File: src/rtl/sys_bus_xbar.sv
// sys_bus_xbar
//   Fixed-priority crossbar joining NrHosts bus masters to NrDevices
//   memory-mapped slaves. Requests are arbitrated and address-decoded
//   combinationally. Exactly one response is tracked, and the device
//   answers it in the cycle after the request. Addresses that match no
//   device are still granted, and they get an error response.
//
// Ports
//   IO_CLK, IO_RST_N          clock (rising edge), async active-low reset
//   host_req_i/host_gnt_o     per-host request and same-cycle grant
//   host_addr_i/we/be/wdata   per-host command fields
//   host_rvalid_o/rdata/err   per-host response, routed from the tracked device
//   device_req_o              per-device request (decoded, only while granted)
//   device_addr/we/be/wdata_o winning host's command, broadcast to all devices
//   device_rvalid/rdata/err_i per-device response
//   cfg_device_addr_base/mask per-device decode region: (addr & mask) == base
module sys_bus_xbar #(
  parameter int NrDevices    = 3,
  parameter int NrHosts      = 1,
  parameter int DataWidth    = 32,
  parameter int AddressWidth = 32
) (
  input  logic                    IO_CLK,
  input  logic                    IO_RST_N,

  input  logic                    host_req_i    [NrHosts],
  output logic                    host_gnt_o    [NrHosts],
  input  logic [AddressWidth-1:0] host_addr_i   [NrHosts],
  input  logic                    host_we_i     [NrHosts],
  input  logic [DataWidth/8-1:0]  host_be_i     [NrHosts],
  input  logic [DataWidth-1:0]    host_wdata_i  [NrHosts],
  output logic                    host_rvalid_o [NrHosts],
  output logic [DataWidth-1:0]    host_rdata_o  [NrHosts],
  output logic                    host_err_o    [NrHosts],

  output logic                    device_req_o    [NrDevices],
  output logic [AddressWidth-1:0] device_addr_o   [NrDevices],
  output logic                    device_we_o     [NrDevices],
  output logic [DataWidth/8-1:0]  device_be_o     [NrDevices],
  output logic [DataWidth-1:0]    device_wdata_o  [NrDevices],
  input  logic                    device_rvalid_i [NrDevices],
  input  logic [DataWidth-1:0]    device_rdata_i  [NrDevices],
  input  logic                    device_err_i    [NrDevices],

  input  logic [AddressWidth-1:0] cfg_device_addr_base [NrDevices],
  input  logic [AddressWidth-1:0] cfg_device_addr_mask [NrDevices]
);

  localparam int HostIdxW = (NrHosts > 1) ? $clog2(NrHosts) : 1;
  localparam int DevIdxW  = (NrDevices > 1) ? $clog2(NrDevices) : 1;

  logic                    gnt_any;
  logic [HostIdxW-1:0]     gnt_idx;
  logic [AddressWidth-1:0] sel_addr;
  logic                    sel_we;
  logic [DataWidth/8-1:0]  sel_be;
  logic [DataWidth-1:0]    sel_wdata;

  logic [NrDevices-1:0]    dev_match;
  logic                    dev_hit;
  logic [DevIdxW-1:0]      dev_idx;

  logic                    resp_pending_reg;
  logic [HostIdxW-1:0]     resp_host_reg;
  logic [DevIdxW-1:0]      resp_dev_reg;
  logic                    resp_unmapped_reg;

  logic                    rsp_rvalid;
  logic [DataWidth-1:0]    rsp_rdata;
  logic                    rsp_err;

  // Fixed priority arbitration. The loop scans downwards, so the lowest
  // requesting index is the last one written and therefore wins.
  always_comb begin
    gnt_any = 1'b0;
    gnt_idx = '0;
    for (int h = NrHosts - 1; h >= 0; h--) begin
      if (host_req_i[h]) begin
        gnt_any = 1'b1;
        gnt_idx = HostIdxW'(h);
      end
    end
  end

  // Command mux. gnt_idx stays 0 when nobody requests, so host 0's
  // fields drive the device buses when the bus is idle.
  always_comb begin
    sel_addr  = host_addr_i[0];
    sel_we    = host_we_i[0];
    sel_be    = host_be_i[0];
    sel_wdata = host_wdata_i[0];
    for (int h = 1; h < NrHosts; h++) begin
      if (gnt_idx == HostIdxW'(h)) begin
        sel_addr  = host_addr_i[h];
        sel_we    = host_we_i[h];
        sel_be    = host_be_i[h];
        sel_wdata = host_wdata_i[h];
      end
    end
  end

  // Address decode. Overlapping regions resolve to the lowest device index.
  generate
    for (genvar gi = 0; gi < NrDevices; gi++) begin : g_match
      assign dev_match[gi] =
        (sel_addr & cfg_device_addr_mask[gi]) == cfg_device_addr_base[gi];
    end
  endgenerate

  always_comb begin
    dev_hit = 1'b0;
    dev_idx = '0;
    for (int d = NrDevices - 1; d >= 0; d--) begin
      if (dev_match[d]) begin
        dev_hit = 1'b1;
        dev_idx = DevIdxW'(d);
      end
    end
  end

  generate
    for (genvar gi = 0; gi < NrDevices; gi++) begin : g_dev
      assign device_req_o[gi]   = gnt_any && dev_hit && (dev_idx == DevIdxW'(gi));
      assign device_addr_o[gi]  = sel_addr;
      assign device_we_o[gi]    = sel_we;
      assign device_be_o[gi]    = sel_be;
      assign device_wdata_o[gi] = sel_wdata;
    end

    for (genvar gi = 0; gi < NrHosts; gi++) begin : g_gnt
      assign host_gnt_o[gi] = gnt_any && (gnt_idx == HostIdxW'(gi));
    end
  endgenerate

  // Single outstanding response. It lives for exactly one cycle because
  // devices answer in the cycle after their request.
  always_ff @(posedge IO_CLK or negedge IO_RST_N) begin
    if (!IO_RST_N) begin
      resp_pending_reg  <= 1'b0;
      resp_host_reg     <= '0;
      resp_dev_reg      <= '0;
      resp_unmapped_reg <= 1'b0;
    end else if (gnt_any) begin
      resp_pending_reg  <= 1'b1;
      resp_host_reg     <= gnt_idx;
      resp_dev_reg      <= dev_idx;
      resp_unmapped_reg <= !dev_hit;
    end else begin
      resp_pending_reg  <= 1'b0;
    end
  end

  // Select the tracked device's response.
  always_comb begin
    rsp_rvalid = device_rvalid_i[0];
    rsp_rdata  = device_rdata_i[0];
    rsp_err    = device_err_i[0];
    for (int d = 1; d < NrDevices; d++) begin
      if (resp_dev_reg == DevIdxW'(d)) begin
        rsp_rvalid = device_rvalid_i[d];
        rsp_rdata  = device_rdata_i[d];
        rsp_err    = device_err_i[d];
      end
    end
  end

  // Only the host that owns the pending response sees anything. An
  // unmapped access completes on its own with an error and zero data.
  generate
    for (genvar gi = 0; gi < NrHosts; gi++) begin : g_rsp
      logic addressed;
      assign addressed = resp_pending_reg && (resp_host_reg == HostIdxW'(gi));
      assign host_rvalid_o[gi] = addressed && (resp_unmapped_reg || rsp_rvalid);
      assign host_err_o[gi]    = addressed && (resp_unmapped_reg || rsp_err);
      assign host_rdata_o[gi]  = (addressed && !resp_unmapped_reg) ? rsp_rdata : '0;
    end
  endgenerate

endmodule

File: config.mk
export PLATFORM = sky130hd
export DESIGN_NAME = sys_bus_xbar
export DESIGN_NICKNAME = d
export VERILOG_FILES = /design/src/rtl/sys_bus_xbar.sv
export SDC_FILE = /design/constraint.sdc
export NUM_CORES = 1
export LEC_CHECK = 0
export ABC_AREA = 1
export BUFFER_PORTS_ARGS = -buffer_cell sky130_fd_sc_hd__buf_2
export CAP_MARGIN = 20
export CORE_AREA = 4 4 233 235
export DETAILED_ROUTE_END_ITERATION = 16
export DIE_AREA = 0 0 237 239
export GPL_TIMING_DRIVEN = 1
export SLEW_MARGIN = 30
export SYNTH_ARGS = -nofsm -noshare
export SYNTH_HDL_FRONTEND = slang
export SYNTH_SLANG_ARGS = --single-unit
File: constraint.sdc
create_clock -name IO_CLK -period 1.8 [get_ports IO_CLK]
set_input_delay 0.27 -clock IO_CLK [delete_from_list [all_inputs] [get_ports IO_CLK]]
set_output_delay 0.27 -clock IO_CLK [all_outputs]
set_load 0.05 [all_outputs]
[After elaboration in Yosys (flattened, before gate mapping)]
Cells that the tools add are included.
Operators by class
  bitwise operators: 3
  reduce and logical (&&, ||, !) cells: 12
  mux-type cells: 15
  equality and inequality tests: 7
Operator list (count)
  $and 32x32->32: 3
  $eq 32x32->1: 3
  $mux 32: 3
  $mux 1: 9
  $logic_and 1x1->1: 7
  $mux 2: 3
  $eq 2x1->1 const B: 2
  $eq 2x2->1 const B: 2
  $logic_not 1->1: 2
  $logic_not 2->1: 1
  $logic_or 1x1->1: 2
Word-level totals
  flip-flop bits (word level): 4
  output and inout bits: 245
  word-level logic and storage cells: 40
  bits of input ports: 366

[Longest topological paths before layout]
Gate-level depths: netlist of run 1.
  depth in word-level cells: 7
  mapped depth: 12
  mapped depth without buffers: 12

[Worst setup path after synthesis of run 1]
OpenSTA, ideal clock, no wires.
  path type: register to output
  start: register resp_dev_reg[1]
  end: output host_err_o
  path slack: -0.120 ns
  required time: 1.530 ns
  cell stages (with the launch flop): 8
  arrival time: 1.650 ns
  cell sequence: dfrtp_1 inv_1 nand2_1 inv_2 nor2_1 nor2_1 o21ai_0 a31oi_1
On the way
  longest elaborated chain between the ends: 5
  elaborated cells between the ends (all ways): 6
  those cells by class: eq/ne (2); mux (2); reduce/logical (2)
Ends and longest elaborated chain
  start: declaration: line 65  | logic [DevIdxW-1:0] resp_dev_reg;
  start signal: assignment: line 146  | resp_dev_reg <= dev_idx;
  $eq 2x1->1: line 159  | if (resp_dev_reg == DevIdxW'(d)) begin
  $mux 1: line 159
  $mux 1 *: line 159
  $logic_or 1x1->1 *: line 174  | assign host_err_o[gi] = addressed && (resp_unmapped_reg || rsp_err);
  $logic_and 1x1->1 *: line 174
  end: declaration: line 34  | output logic host_err_o [NrHosts],
Every way passes the cells marked *; elsewhere a longest branch is shown, timed or not.

==> reports/results.ini, run 1 <==
[routing]
wl_met3_mm = 4.144
drt_iter0_markers = 256
m1WireLength_mm = 13.84
num_vias = 7867
wl_met2_mm = 18.27
top_layer = met5
drt.antenna.violating_nets = 0
detail_route.drc_violations = 0
wl_per_cell_um = 16.88
via_per_inst = 3.604
dr.pass1.iters = 5
wl_mm = 36.85

[floorplan]
core_um2 = 52240
fp.dieW_um = 237
io_pins = 611
rows = 84
fp.dieArea_um2 = 56640
die_y_um = 239
initial_core_util_pct = 10.59

[logic_synthesis]
async_flop_share_pct = 100.0
yosysTopAreaCell = nand2_1
syn-instance-count = 1132
synth-seq-cells = 4
synth_edf_count = 0
ys_seq_area_share_pct = 1.809
yosysWarnings = 0
synthDominantCellAreaShare_pct = 30.94
synth_cell_types = 20
synth_most_common_cell = nand2_1
synth_area_per_cell_um2 = 4.888
yosys-top-cells-area = nand2_1 (31%), buf_4 (28%), nand3_1 (13%)
synth_nets = 1498
ys.flop_type = dfrtp_1
synth_common_cells = nand2_1 (456), buf_4 (210), inv_1 (144), nand3_1 (139), nor2_1 (85)
synth_area_um2 = 5533

[worst_setup_path]
path_class = flip-flop to output port
critical_path_arrival_ns = 1.71
worstPathMaxFanout = 7
timing.rr.end = resp_dev_reg[1]$_DFFE_PN0P_
cp-end-kind = output port
rrSetupSlack_ns = 1.06
r2r-start = resp_dev_reg[1]$_DFFE_PN0P_
reg2reg_depth = 3
worstSetupStartpointType = flip-flop
crit_path_start = resp_dev_reg[1]$_DFFE_PN0P_
cp.required_ns = 1.53

[clock_tree]
cts_buffer_depth = 2
cts_sinks = 4
htree_levels = 1
clk_pin_slew_worst_paths_ns = 0.03
cts.root.buffer_cell = clkbuf_16
clock_latency_ns = 0.22
cts_tree = yes
cts_made_buffers = 3

[place]
gp_congestion = 0.8328
portBuffers = 462
dp_hpwl_mm = 32.61

[final_layout]
drive_gt1_share_pct = 46.91
nets = 1856
fillers = 6071
final_util_pct = 18.11
largest_register_ffs = 2
synthToLayoutAreaGrowth_pct = 70.96

[pwr]
peakVddDrop_v = 0.0002643
power_density_nw_per_um2 = 282.9
power_leakage_nw = 5.642

[hold_path]
hold_class = input pin to flip-flop
whs_endpoint = resp_pending_reg$_DFF_PN0_
min_from = host_req_i
holdPathStages = 1

[status]
violations = negative setup slack
status = complete, but fails checks

[sta]
final_max_slew_viol_count = 0
tightest_slew_ns = 0.3663
period_share_pct = 110.2
whs_ns = 0.3769
fin_crit_ns = 1.984
clock_skew_ns = 0
setup_viol = 36
fin_ws_ns = -0.1837
finalHoldViolCount = 0
rsz0062_at_grt = true
slew_headroom_pct = 75.58
max_freq_ghz = 0.5041
setup_tns_ns = -3.652

[global_route]
grt_pass1_vias = 7553
grt_max_degree = 33
antenna_found_initial = 15
track_usage_pct = 11.90
grt-ovfl-total = 0
grt_pass1_wl_mm = 49.92

[job]
drv_cap = 0

==> cell families after synthesis <==
| kind of cell | count (synthesis) | synth area share, % |
|---|---|---|
| XOR/XNOR | 2 | 0.3167 |
| AND/OR/NAND/NOR | 709 | 52.78 |
| AO/OA/AOI/OAI | 41 | 5.201 |
| buffers and inverters | 376 | 39.89 |
| flip-flops | 4 | 1.809 |
==> per-stage QoR <==
stage | setup WS, ns | power, W | instance area, µm² | std cells
after detailed placement | -0.6030 | 0.002221 | 8397 | 2160
after floorplan | 0.1503 | 0.001946 | 5550 | 1132
after global placement | -0.6436 | 0.002208 | 8397 | 2160
after CTS | -0.1701 | 0.002645 | 9135 | 2175
final | -0.1837 | 0.002676 | 9459 | 2183
after global routing | -0.2547 | 0.002895 | 9452 | 2180
==> cells in the final DEF (no fill, tap or decap), drive strengths merged, types with 4 or more instances in the layout <==
master  Yosys  routed
clkinv      4       5
nand4      11      11
nor2       88      88
o21ai       5       5
dfrtp       4       4
nand2     461     461
diode       0       7
clkbuf      9       7
o211ai     32      32
nand3b     10      10
inv       147     146
buf       216     573
nand3     139     139
==> final cells by class <==
type	count	area (µm²)	area share, %
timing repair buffer	578	4110	43.45
clock buffer	3	75.07	0.7937
antenna	7	17.52	0.1852
tap	688	860.8	9.101
sequential	4	101.3	1.071
multi-input combinational	752	3707	39.19
inverter	151	586.8	6.204
==> layer usage <==
layer / vias to the layer above / global-route usage [%]
met1: 3351 / 13.51
met4: 14 / 1.504
met2: 457 / 21.96
met3: 36 / 4.315
met5: - / 0
li1: 4009 / -
==> power by group <==
group	internal [W]	total [W]	switching, W	leakage [nW]
Clock	0.000284	0.000349	0.0000651	0.0370
Sequential	0.0000932	0.0000951	0.00000188	0.0487
Combinational	0.000870	0.00223	0.00136	5.56
==> critical path, cell delays in order, from the launching register on <==
cell and delay (ns):
dfrtp_1 0.35, inv_2 0.06, buf_6 0.11, nor2_4 0.14, inv_8 0.09, buf_12 0.13
buf_16 0.12, o211ai_1 0.18, inv_1 0.11, buf_12 0.16
==> repair_timing <==
action | CTS | global route
pin swaps | 37 | 47
endpoints found under the hold margin | 4 | 0
hold buffers | 1 | 0
cloned | 6 | 1
resized for setup | 123 | 107
buffers inserted | 5 | 2
setup endpoints to repair | 40 | 38
==> worst max path at each step <==
| stage | cells after the start | endpoint |
|---|---|---|
| after global routing | 9 | host_rdata_o[11] |
| final | 9 | host_rdata_o[17] |
| after global placement | 11 | device_req_o[1] |
| after floorplan | 8 | host_rdata_o[10] |
| after CTS | 12 | device_req_o[1] |
| after detailed placement | 11 | device_req_o[1] |
No activity file was read; power rests on OpenSTA's default activity.
==> run 2: changes to the inputs <==
- PLACE_DENSITY_LB_ADDON: unset -> 0.05
==> run 2 against run 1 <==
The flow still finishes with violations (negative setup slack); cell area rose by 3.3%; non-clock buffer count increased by 42; critical path depth is the same; worst setup slack improved by 0.048 ns; register-to-register slack lost 0.14 ns; hold slack got worse by 0.073 ns; wire length fell by 8.8%; core utilization is 0.61 points higher; via count down 0.25%; count of clock-buffer cells in the layout is the same; sequential power about the same; combinational power about the same; critical path type unchanged.
==> reports/results.ini, run 2 (synthesized netlist as in run 1, its figures left out) <==
[floorplan]
core_um2 = 52240  ; unchanged
fp.dieArea_um2 = 56640  ; unchanged
die_y_um = 239  ; unchanged
initial_core_util_pct = 10.59  ; unchanged
io_pins = 611  ; unchanged
rows = 84  ; unchanged
fp.dieW_um = 237  ; unchanged

[worst_setup_path]
crit_chain = inv_2, buf_6, nor2_4, inv_4, buf_8, clkbuf_16, o211ai_1, inv_1, buf_6
cp.required_ns = 1.53  ; about the same
path_class = flip-flop to output port
worstPathMaxFanout = 5  ; -2
cp-end-kind = output port
critPathTopFamily = buffers and inverters
slowest_stage = dfrtp_1
critPathBufInv = 7  ; unchanged
slowest_delay_ns = 0.35  ; about the same
critical_path_arrival_ns = 1.67  ; -0.04 ns
worstSetupStartpointType = flip-flop
crit_top_cell = buf_6

[pwr]
p_total_w = 0.002691  ; +0.57%
power_density_nw_per_um2 = 275.3  ; -2.7%
p_sw_w = 0.001407  ; -1.4%
pwr-share-clk_pct = 12.7  ; -0.4 points
sequentialPowerShare_pct = 3.5  ; about the same
power_leakage_nw = 5.868  ; +4.0%
peakVddDrop_v = 0.0001941  ; -27%
power_frac_comb_pct = 83.7  ; +0.3 points
p_sw_share_pct = 52.31  ; -1.1 points
p_int_w = 0.001283  ; +2.9%

[clock_tree]
cts_made_buffers = 3  ; unchanged
cts_buffer_depth = 2  ; unchanged
clk_pin_slew_worst_paths_ns = 0.03  ; about the same
cts_sinks = 4  ; unchanged
clock_latency_ns = 0.22  ; about the same
cts_tree = yes
htree_levels = 1  ; unchanged
cts.root.buffer_cell = clkbuf_16

[final_layout]
final_util_pct = 18.71  ; +0.61 points
most-common-layout-cells = nand2_1 (395), buf_2 (395), inv_1 (139)
nets = 1898  ; +2.3%
synthToLayoutAreaGrowth_pct = 76.68
largest_register_ffs = 2  ; unchanged
drive_gt1_share_pct = 50.39  ; +3.5 points

[routing]
detail_route.drc_violations = 0  ; unchanged
wl_mm = 33.59  ; -8.8%
via_per_inst = 3.532  ; -2.0%
num_vias = 7847  ; -0.25%
wl_per_cell_um = 15.12  ; -10%
dr.pass1.iters = 4  ; -1
drt.antenna.violating_nets = 0  ; unchanged
drt_iter0_markers = 166  ; -35%

[global_route]
grt_max_degree = 33  ; unchanged
grt_pass1_wl_mm = 47.27  ; -5.3%
grt-ovfl-total = 0  ; unchanged
track_usage_pct = 10.88  ; -1.0 points
antenna_found_initial = 15  ; unchanged
grt_pass1_vias = 7741  ; +2.5%

[job]
drv_cap = 0  ; unchanged

[sta]
fin_crit_ns = 1.936  ; -0.04817 ns
setup_viol = 33  ; -8.3%
max_freq_ghz = 0.5166  ; +2.5%
whs_ns = 0.3042  ; -0.07268 ns
clock_skew_ns = 0  ; unchanged
slew_headroom_pct = 78.40  ; +2.8 points
rsz0062_at_grt = true
fin_ws_ns = -0.1356  ; +0.04817 ns
tightest_slew_ns = 0.3225  ; -0.04378 ns
final_max_slew_viol_count = 0  ; unchanged
finalHoldViolCount = 0  ; unchanged
period_share_pct = 107.5  ; -2.7 points

[hold_path]
hold_class = input pin to flip-flop

[status]
violations = negative setup slack
status = complete, but fails checks

[place]
place_ws_ns = -0.7823  ; -0.1793 ns
portBuffers = 462  ; unchanged
dp_hpwl_mm = 30.16  ; -7.5%
gp_congestion = 0.7724  ; -7.3%

-- run 2: changes by cell type in the layout (fill, tap and decap cells not counted), sizes merged --
cell,delta
buf,+42
clkinv,-1
inv,+1
diode,-3
-- run 2: path summary, 6_finish.rpt --
kind | start | end | slack (ns) | cells after the start
min in group asynchronous | IO_RST_N | resp_pending_reg$_DFF_PN0_ | 0.44 | 2
worst max register to register | resp_dev_reg[1]$_DFFE_PN0P_ | resp_dev_reg[1]$_DFFE_PN0P_ | 0.92 | 4
worst min-delay path | host_req_i | resp_pending_reg$_DFF_PN0_ | 0.30 | 1
max in group asynchronous | IO_RST_N | resp_dev_reg[0]$_DFFE_PN0P_ | 1.22 | 2
worst min register to register | resp_unmapped_reg$_DFFE_PN0P_ | resp_unmapped_reg$_DFFE_PN0P_ | 0.53 | 2
worst max-delay path | resp_dev_reg[1]$_DFFE_PN0P_ | host_rdata_o[21] | -0.14 | 9
-- run 2: power by group through the flow --
stage	combinational [W]	sequential, W	clock, W
6_report	0.00225	0.0000950	0.000343
5_1_grt	0.00247	0.0000953	0.000364
4_1_cts	0.00224	0.0000951	0.000352
3_5_place_dp	0.00209	0.0000961	0
3_3_place_gp	0.00208	0.0000962	0
2_1_floorplan	0.00185	0.0000953	0
-- run 2: through the flow --
step / instance area (µm²) / setup TNS, ns / cells
floorplan: 5550 / 0 / 1132
global placement: 8277 / -4.475 / 2187
detailed placement: 8277 / -4.087 / 2187
CTS: 9395 / -5.058 / 2215
global route: 9771 / -5.983 / 2220
finish: 9776 / -2.613 / 2222
-- run 2: per-layer routing --
metal | global-route usage (%) | wire length, µm | vias up
li1 | - | - | 4089
met4 | 0.6723 | 250 | 24
met5 | 0 | 137 | -
met3 | 3.796 | 2933 | 40
met1 | 12.55 | 13430 | 3357
met2 | 20.30 | 16840 | 337
-- run 2: area by class of cell --
class | count | area (µm²)
Fill cell | 6194 | 42460
Timing Repair Buffer | 620 | 4270
Multi-Input combinational cell | 752 | 3879
Tap cell | 688 | 860.8
Inverter | 151 | 579.3
Sequential cell | 4 | 101.3
Clock buffer | 3 | 75.07
Antenna cell | 4 | 10.01
-- run 2: what timing repair did --
item / CTS / global route
resized for setup: 229 / 108
hold buffers: 1 / 0
setup endpoints to repair: 39 / 37
cloned: 4 / 2
setup buffers: 22 / 6
hold endpoints to repair: 4 / 0
pin swaps: 55 / 69
==> run 3: changes to the inputs <==
- GPL_TIMING_DRIVEN: 1 -> unset
- clock period: 1.8 -> 2.1 ns (I/O delays scaled with it)
==> run 3 against run 2 <==
The flow now finishes without violations; first-iteration DRC count rose by 1.8%; final cell count fell by 4.4%; critical path depth did not move; hold slack improved by 0.017 ns; non-clock buffer count fell by 95; wire length fell by 0.98%; critical path type unchanged.
==> reports/results.ini, run 3 (synthesized netlist as in run 1, its figures left out) <==
[routing]
dr.pass1.iters = 4  ; unchanged
num_vias = 7353  ; -6.3%
drt_iter0_markers = 169  ; +1.8%
wl_mm = 33.26  ; -0.98%
drt.antenna.violating_nets = 0  ; unchanged
via_per_inst = 3.460  ; -2.0%
detail_route.drc_violations = 0  ; unchanged
wl_per_cell_um = 15.65  ; +3.5%

[sta]
period_share_pct = 95.43
slew_headroom_pct = 82.28  ; +3.9 points
setup_viol = 0  ; -100%
tightest_slew_ns = 0.2648  ; -0.05774 ns
rsz0062_at_grt = false
clock_skew_ns = 0  ; unchanged
finalHoldViolCount = 0  ; unchanged
max_freq_ghz = 0.4990
final_max_slew_viol_count = 0  ; unchanged
fin_crit_ns = 2.004
whs_ns = 0.3215  ; +0.01724 ns

[worst_setup_path]
rrSetupSlack_ns = 1.42  ; +0.50 ns
crit_chain = inv_1, nand2_2, inv_4, buf_12, nor2_1, nor2_1, o21ai_0, a31oi_1, buf_2
timing.rr.end = resp_unmapped_reg$_DFFE_PN0P_
slowest_delay_ns = 0.37  ; +0.02 ns
crit_top_cell = nor2_1
critPathTopFamily = buffers and inverters
r2r-start = resp_unmapped_reg$_DFFE_PN0P_
cp-end-kind = output port
critPathBufInv = 4  ; -3
reg2reg_depth = 2  ; -2
slowest_stage = dfrtp_1
cp.required_ns = 1.78  ; +0.25 ns
critical_path_arrival_ns = 1.69  ; +0.02 ns
worstSetupStartpointType = flip-flop
worstPathMaxFanout = 6  ; +1
path_class = flip-flop to output port

[final_layout]
multi_input_area_um2 = 3376  ; -13%
final_common_cell = nand2_1
nets = 1803  ; -5.0%
synthToLayoutAreaGrowth_pct = 44.75
seq_area_um2 = 100.1  ; -1.2%
largest_register_ffs = 2  ; unchanged
fillers = 6145  ; -0.79%
most-common-layout-cells = nand2_1 (441), buf_2 (433), inv_1 (143)
drive_gt1_share_pct = 40.28  ; -10 points

[pwr]
pwr-share-clk_pct = 14.9  ; +2.2 points
power_frac_comb_pct = 81.1  ; -2.6 points
p_total_w = 0.002047  ; -24%
power_leakage_nw = 5.018  ; -14%
sequentialPowerShare_pct = 4.0  ; +0.5 points
p_sw_w = 0.001135  ; -19%
p_sw_share_pct = 55.45  ; +3.1 points
p_int_w = 0.0009118  ; -29%
peakVddDrop_v = 0.0002070  ; +6.7%
power_density_nw_per_um2 = 255.6  ; -7.2%

[hold_path]
hold_class = input pin to flip-flop
min_from = host_req_i
whs_endpoint = resp_pending_reg$_DFF_PN0_
holdPathStages = 1  ; unchanged

[clock_tree]
htree_levels = 1  ; unchanged
cts_made_buffers = 3  ; unchanged
cts_buffer_depth = 2  ; unchanged
clk_pin_slew_worst_paths_ns = 0.04  ; about the same
cts.root.buffer_cell = clkbuf_16
cts_tree = yes
cts_sinks = 4  ; unchanged
clock_latency_ns = 0.23  ; about the same

[floorplan]
fp.dieArea_um2 = 56640  ; unchanged
core_um2 = 52240  ; unchanged
die_y_um = 239  ; unchanged
fp.dieW_um = 237  ; unchanged
rows = 84  ; unchanged
initial_core_util_pct = 10.59  ; unchanged
io_pins = 611  ; unchanged

[status]
status = finished clean

[global_route]
antenna_found_initial = 19  ; +4
grt_pass1_vias = 7162  ; -7.5%
grt_pass1_wl_mm = 46.11  ; -2.5%
grt_max_degree = 65  ; +97%
track_usage_pct = 10.71  ; -0.17 points
grt-ovfl-total = 0  ; unchanged

[place]
gp_congestion = 0.8039  ; +4.1%
portBuffers = 462  ; unchanged
dp_hpwl_mm = 29.99  ; -0.57%

[job]
drv_cap = 0  ; unchanged

-- run 3: cell types whose count changed in the layout (fill, tap and decap cells not counted), moves of 4 or more --
cell and delta:
buf_12 -4, inv_1 +4, buf_6 -67, nor2_4 -10, clkbuf_4 +13, nor2_1 +12
buf_8 -8, nand3_1 +31, nand2_1 +46, nand3_2 -29, buf_2 +38, nand2_2 -29
buf_4 -63, nand2_4 -17
-- run 3: power by group through the flow --
stage               Clock (W)  Sequential (W)  Combinational (W)
detailed placement          0       0.0000827            0.00167
floorplan                   0       0.0000817            0.00158
global placement            0       0.0000828            0.00166
global route         0.000315       0.0000819            0.00184
finish               0.000306       0.0000820            0.00166
CTS                  0.000309       0.0000818            0.00168
-- run 3: layout make-up --
cell class	instances	share of cell area [%]
Antenna cell	2	0.06249
Multi-Input combinational cell	752	42.15
Clock buffer	3	0.9374
Timing Repair Buffer	525	37.74
Inverter	151	7.108
Sequential cell	4	1.250
Tap cell	688	10.75
-- run 3: worst max path at each step --
stage                                      from          endpoint  depth (start not counted)
finish              resp_dev_reg[1]$_DFFE_PN0P_     host_rvalid_o                          9
global route                    host_addr_i[29]   device_req_o[1]                         14
CTS                 resp_dev_reg[1]$_DFFE_PN0P_  host_rdata_o[15]                          9
detailed placement              host_addr_i[29]   device_req_o[2]                         13
global placement                host_addr_i[29]   device_req_o[2]                         13
floorplan           resp_dev_reg[1]$_DFFE_PN0P_        host_err_o                          7
-- run 3: what timing repair did --
action                                  in CTS  in global routing
setup buffers                                0                  1
gates resized for setup                     18                 59
cloned                                       0                  1
hold buffers                                 1                  0
endpoints found under the setup margin      22                 32
pin swaps                                    2                  8
hold endpoints to repair                     4                  0
-- run 3: routing by layer --
layer  routed length [µm]  track usage, %  vias to the layer above
li1                     -               -                     3887
met1                13590           12.55                     3056
met2                16250           19.52                      337
met3                 3097           4.084                       43
met4                  144          0.5485                       30
met5                  190               0                        -
-- run 3: per-stage QoR --
step	setup TNS [ns]	setup slack (ns)	instances	utilization, %	instance area [µm²]
after CTS	0	0.0003612	2121	14.92	7791
after detailed placement	-0.6042	-0.2200	2117	14.66	7659
after global routing	0	0.001889	2123	15.32	8004
after floorplan	0	0.1347	1132	-	5533
final	0	0.09603	2125	15.33	8009
after global placement	-0.6289	-0.2298	2117	14.66	7659
-- run 3: worst reg2reg max path, cell delays in order, from the launching register on --
cell     delay (ns)
dfrtp_1        0.42
nand2_1        0.10
nand2_1        0.05
